$ cat src/rtl/render_sequencer.sv
// Frame sequencer: walks every (light, geometry) slot pair light-major and hands valid geometry to the pixel pipeline.
// Jobs held on obj_valid until obj_ready; processor is stalled via controller_busy for the whole frame.
module render_sequencer #(
  parameter int NUM_GEOMETRY   = 16,
  parameter int NUM_LIGHTS     = 4,
  parameter int GEOMETRY_WIDTH = 32,
  localparam int GA = $clog2(NUM_GEOMETRY),
  localparam int LA = (NUM_LIGHTS > 1) ? $clog2(NUM_LIGHTS) : 1
) (
  input  logic                      clk_100mhz,
  input  logic                      rst_n,
  input  logic                      inst_valid,
  input  logic                      inst_render,
  input  logic                      mem_ready,
  input  logic [GEOMETRY_WIDTH-1:0] cur_geo,
  output logic                      controller_busy,
  output logic [GA-1:0]             geometry_read_addr,
  output logic [LA-1:0]             light_read_addr,
  output logic                      obj_valid,
  input  logic                      obj_ready,
  output logic [GEOMETRY_WIDTH-1:0] obj_geo,
  output logic [LA-1:0]             obj_light,
  output logic                      frame_done
);

  typedef enum logic [2:0] {
    IDLE,
    WAIT_MEM,
    ADDR,
    READ,
    SEND,
    DONE
  } state_t;

  localparam logic [GA-1:0] GEO_MAX   = GA'(NUM_GEOMETRY - 1);
  localparam logic [LA-1:0] LIGHT_MAX = LA'(NUM_LIGHTS - 1);

  state_t                    r_state;
  state_t                    w_state_nxt;
  logic [GA-1:0]             r_geo_cnt;
  logic [LA-1:0]             r_light_cnt;
  logic [GEOMETRY_WIDTH-1:0] r_obj_geo;
  logic [LA-1:0]             r_obj_light;
  logic                      w_accept;
  logic                      w_advance;
  logic                      w_geo_last;
  logic                      w_pair_last;

  assign w_accept    = (r_state == IDLE) && inst_valid && inst_render;
  assign w_geo_last  = (r_geo_cnt == GEO_MAX);
  assign w_pair_last = w_geo_last && (r_light_cnt == LIGHT_MAX);

  always_comb begin
    w_state_nxt = r_state;
    w_advance   = 1'b0;
    case (r_state)
      IDLE:     if (w_accept) w_state_nxt = WAIT_MEM;
      WAIT_MEM: if (mem_ready) w_state_nxt = ADDR;
      ADDR:     w_state_nxt = READ;
      READ: begin
        if (cur_geo[GEOMETRY_WIDTH-1]) begin
          w_state_nxt = SEND;
        end else begin
          w_advance   = 1'b1;
          w_state_nxt = w_pair_last ? DONE : ADDR;
        end
      end
      SEND: begin
        if (obj_ready) begin
          w_advance   = 1'b1;
          w_state_nxt = w_pair_last ? DONE : ADDR;
        end
      end
      DONE:     w_state_nxt = IDLE;
      default:  w_state_nxt = IDLE;
    endcase
  end

  always_ff @(posedge clk_100mhz or negedge rst_n) begin
    if (!rst_n) begin
      r_state <= IDLE;
    end else begin
      r_state <= w_state_nxt;
    end
  end

  // Counters double as the read addresses, so they only move on advance and stay put ADDR..SEND.
  always_ff @(posedge clk_100mhz or negedge rst_n) begin
    if (!rst_n) begin
      r_geo_cnt   <= '0;
      r_light_cnt <= '0;
      r_obj_geo   <= '0;
      r_obj_light <= '0;
    end else begin
      if (w_accept) begin
        r_geo_cnt   <= '0;
        r_light_cnt <= '0;
      end else if (w_advance) begin
        r_geo_cnt <= r_geo_cnt + 1'b1;
        if (w_geo_last) begin
          r_light_cnt <= w_pair_last ? '0 : r_light_cnt + 1'b1;
        end
      end
      if (r_state == READ) begin
        r_obj_geo   <= cur_geo;
        r_obj_light <= r_light_cnt;
      end
    end
  end

  assign controller_busy    = (r_state != IDLE);
  assign obj_valid          = (r_state == SEND);
  assign frame_done         = (r_state == DONE);
  assign geometry_read_addr = r_geo_cnt;
  assign light_read_addr    = r_light_cnt;
  assign obj_geo            = r_obj_geo;
  assign obj_light          = r_obj_light;

endmodule

$ cat config.mk
export PLATFORM = sky130hd
export DESIGN_NAME = render_sequencer
export DESIGN_NICKNAME = d
export VERILOG_FILES = /design/src/rtl/render_sequencer.sv
export SDC_FILE = /design/constraint.sdc
export NUM_CORES = 1
export LEC_CHECK = 0
export CORE_MARGIN = 5
export CORE_UTILIZATION = 46
export CTS_CLUSTER_DIAMETER = 30
export DETAILED_ROUTE_END_ITERATION = 16
export PLACE_DENSITY_LB_ADDON = 0.25
export SYNTH_ARGS = -nofsm -noshare
export SYNTH_HDL_FRONTEND = slang
export SYNTH_SLANG_ARGS = --single-unit
$ cat constraint.sdc
create_clock -name clk_100mhz -period 3.8 [get_ports clk_100mhz]
set_input_delay 0.76 -clock clk_100mhz [delete_from_list [all_inputs] [get_ports clk_100mhz]]
set_output_delay 0.76 -clock clk_100mhz [all_outputs]
set_load 0.1 [all_outputs]
# After elaboration in Yosys (flattened, before gate mapping)
# Index checks and enable logic that the tools add are counted.
[word_totals]
out_inout_bits = 43
input_bits = 38
elab_cells = 41
reg_bits = 43
[classes]
eq_ne = 10
reduce_logical = 9
add_sub_neg = 2
muxes = 15
[ops]
columns = ["op", "n"]
rows = [
  ["$mux W3", 5],
  ["$pmux W3 S5", 1],
  ["$mux W2", 4],
  ["$mux W4", 2],
  ["$eq A3 B2 Y1 const B", 2],
  ["$eq A3 B3 Y1 const B", 2],
  ["$add A4 B1 Y4 const B", 1],
  ["$eq A4 B4 Y1 const B", 1],
  ["$ne A2 B2 Y1 const B", 2],
  ["$reduce_bool A2 Y1", 2],
  ["$eq A3 B1 Y1 const B", 1],
  ["$logic_and A1 B1 Y1", 3],
  ["$logic_not A3 Y1", 1],
  ["$reduce_and A3 Y1", 1],
  ["$reduce_bool A3 Y1", 1],
  ["$add A2 B1 Y2 const B", 1],
  ["$eq A2 B2 Y1 const B", 1],
  ["$mux W1", 2],
  ["$ne A2 B1 Y1 const B", 1],
  ["$pmux W1 S2", 1],
  ["$reduce_and A2 Y1", 1],
]

# Depth between registers and ports, before layout
[depth]
word_depth = 6
ltp_mapped = 4
mapped_depth_nobuf = 4

# Least setup slack after synthesis
# Ideal clock, no wire load.
[synth_path]
path_kind = "register to output"
from = "register r_state[2]"
to = "output frame_done"
path_stages_with_launch = 4
t_arrival_ps = 1875
path_slack_ps = 1165
path_buffers = 1
t_required_ps = 3040
path_cell_list = "dfrtp_1 > buf_2 > nand2_1 > nor2_1"
[synth_between]
elab_chain_len = 1
[synth_rtl]
columns = ["element", "line_no", "rtl"]
rows = [
  ["start, declared", "38", "state_t r_state;"],
  ["start signal, assigned", "83", "r_state <= w_state_nxt;"],
  ["$eq A3 B3 Y1", "113", "assign frame_done = (r_state == DONE);"],
  ["end, declared", "23", "output logic frame_done"],
]
# No other way between the ends.

# Final worst setup path
[layout_path]
from = "register r_geo_cnt[0] (netlist: geometry_read_addr[0])"
to = "output geometry_read_addr[0]"
[layout_lines]
columns = ["element", "line_no", "rtl"]
rows = [
  ["start, declared", "40", "logic [GA-1:0] r_geo_cnt;"],
  ["start signal, assigned", "99", "r_geo_cnt <= r_geo_cnt + 1'b1;"],
  ["end, declared", "17", "output logic [GA-1:0] geometry_read_addr,"],
]
# No word-level cell between the ends.

==> run_results.csv <==
group,metric,value,unit
outcome,status,"finished, final reports clean",
synth,synth_area,2020,um2
floorplanning,chipHeight,76.2,um
timing,maxSlewHeadroom,33.0,%
clock_network,clk_latency,0.28,ns
worst_setup_path,max_stage_delay,1.18,ns
synth,synth-compound-area-share,6.20,%
clock_network,clockRootBuffer,"clkbuf_8",
worst_setup_path,crit_type,"reg -> out",
synth,yosysWarnings,0,
placement,place_congestion,0.753,
worst_setup_path,cp_slowest_cell,"clkdlybuf4s50_1",
worst_setup_path,cp-start-kind,"flip-flop",
synth,yosysSeqAreaShare,53.3,%
finish,layout_commonest_cell,"clkdlybuf4s50_1",
drt,drc,0,
clock_network,h-tree-depth,2,
worst_setup_path,endpoint_kind,"output pin",
finish,num-fill-cells,315,
finish,fin_nets,260,
grt,grt_max_degree,44,
finish,final_cell_mix,"clkdlybuf4s50_1 (76), dfrtp_1 (43), mux2_4 (29)",
grt,grt_pass1_vias,1470,
worst_setup_path,r2r_cells,2,
worst_setup_path,crit_path_end,"geometry_read_addr[0]",
worst_setup_path,cp_num_buf_inv,1,
worst_setup_path,reg2reg_slack,1.92,ns
job,maxCapViolCount,0,
synth,synth_mux_area_share,26.4,%
timing,max_freq,0.379,GHz
synth,ys_ff_latch,43,
finish,syn_to_final_growth,45.3,%
synth,synth_cell_types,33,
synth,synth_top_family_by_area,"multiplexers",
timing,post-route-min-period,2.64,ns
timing,tns,0,ns
clock_network,cts_tree,"done",
worst_setup_path,path_depth,1,
timing,finalCritPeriodShare,69.5,%
clock_network,hold_buffers,0,
finish,drive_gt1_share,22.2,%
floorplanning,start_util,47.0,%
clock_network,postCtsSetupRepairBufs,0,
drt,first_pass_iters,4,
drt,vias,1437,
worst_setup_path,r2r_start,"r_state[0]",
timing,skew,0.00332,ns
finish,n_antenna_cell,0,
grt,grt_antenna_before_repair,0,
worst_setup_path,worstPathArrival,1.88,ns
floorplanning,core_area,4290,um2
floorplanning,io_pins,81,
timing,final.setup.worst_slack,1.16,ns
timing,tightest_slew,1.00,ns
clock_network,ctsLongestPathBuffers,2,
floorplanning,die_area,5810,um2
worst_setup_path,critPathTopFamily,"buffers and inverters",
synth,synthAdderAreaFrac,1.24,%
synth,synthSimpleGateAreaFrac,9.18,%
drt,drt_iter0_markers,49,
finish,final_util,68.2,%
grt,overflow,0,
worst_setup_path,worstReg2RegEnd,"obj_geo[20]",
timing,setup_viol,0,
floorplanning,row_count,24,
clock_network,clock-sinks,43,
placement,dp_slack,1.47,ns
timing,maxSlewViolCount,0,
grt,grt_pass1_wl,7.73,mm
floorplanning,chipWidth,76.2,um
drt,drt-vias-per-instance,5.26,
timing,hold_viol,0,
synth,avgSynthCellArea,14.4,um2
clock_network,cts_buffers,5,
drt,postRouteAntennaNets,0,
clock_network,post_cts_resized,0,
grt,grt_usage,16.5,%
worst_hold_path,hp-class,"reg -> reg",
placement,dp_hpwl,3.58,mm
worst_setup_path,worstPathMaxFanout,5,
worst_setup_path,critPathRequiredTime,3.04,ns
worst_setup_path,path_cells,"clkdlybuf4s50_1",
worst_setup_path,critPathLaunch,"geometry_read_addr[0]",
drt,wl_per_cell,17.4,um
synth,synthCells,140,
placement,port-buffer-count,80,
drt,wl,4.76,mm
synth,synth_xor_area_share,0.434,%
timing,rsz0062_at_grt,"no",
clock_network,clk_pin_slew,0.08,ns
synth,syn_nets,180,
-- kinds of logic after synthesis --
kind of cell | count (synthesis)
buf+inv | 9
fa+ha+maj | 2
simple gates | 26
flops | 43
compound gates | 21
mux | 38
xor+xnor | 1
-- cells in the mapped netlist, drive strengths merged --
library cell  instances  area (um2)
a21boi                1        7.51
a21oi                 5        25.0
and4                  1        8.76
and4bb                2        25.0
buf                   6        53.8
clkbuf                1        3.75
dfrtp                43        1080
ha                    2        25.0
inv                   2        7.51
mux2                 34         492
mux2i                 4        40.0
nand2                 2        7.51
nand2b                1        6.26
nand3                 2        10.0
nand3b                3        35.0
nand4bb               2        22.5
nor2                  7        26.3
nor3                  2        10.0
nor3b                 3        27.5
o2111ai               1        8.76
o21ai                11        55.1
o21ba                 1        10.0
o22a                  1        8.76
o2bb2a                1        10.0
or3                   1        6.26
xnor2                 1        8.76
-- routing by layer --
metal | wire [um] | track usage, %
met1 | 1960 | 19.4
met2 | 2450 | 29.3
met3 | 267 | 4.02
met4 | 72 | 5.42
met5 | 0 | 0
-- final cells by class --
class / instances / area, um2 / share of cell area [%]
well taps: 52 / 65.1 / 2.22
clock buffers: 6 / 82.6 / 2.82
repair buffers: 80 / 788 / 26.9
flip-flops and latches: 43 / 1080 / 36.7
clock inverters: 2 / 35.0 / 1.20
multi-input cells: 88 / 876 / 29.9
inverters: 2 / 7.51 / 0.256
-- how the worst min path moves through the flow --
stage,start,end,depth (start not counted)
after floorplan,rst_n,geometry_read_addr[0],0
after global placement,obj_geo[2],obj_geo[2],1
after detailed placement,obj_geo[19],obj_geo[19],1
after CTS,obj_geo[19],obj_geo[19],1
after global routing,obj_geo[19],obj_geo[19],1
final,obj_geo[2],obj_geo[2],1
-- registers in the layout (all words and copies together), names as in the netlist --
| name | flops |
|---|---|
| geometry_read_addr | 4 |
| obj_light | 2 |
| obj_geo | 32 |
| light_read_addr | 2 |
| r_state | 3 |
-- metrics by stage --
| step | instances | hold WS [ns] | cell area [um2] |
|---|---|---|---|
| 3_5_place_dp | 265 | 0.497 | 2810 |
| 6_report | 273 | 0.514 | 2930 |
| 3_3_place_gp | 265 | 0.490 | 2810 |
| 4_1_cts | 273 | 0.518 | 2930 |
| 2_1_floorplan | 140 | 0.464 | 2020 |
| 5_1_grt | 273 | 0.527 | 2930 |
-- worst register-to-register path, delay by kind of cell, from the launching register on --
kind,cells,cell delay (ns)
AND/OR/NAND/NOR,1,0.59
multiplexers,1,0.55
flip-flops,1,0.62
Power is left out: the tool's default activity adds up to more than one toggle a clock period on the data nets, which glitch-free logic cannot reach.
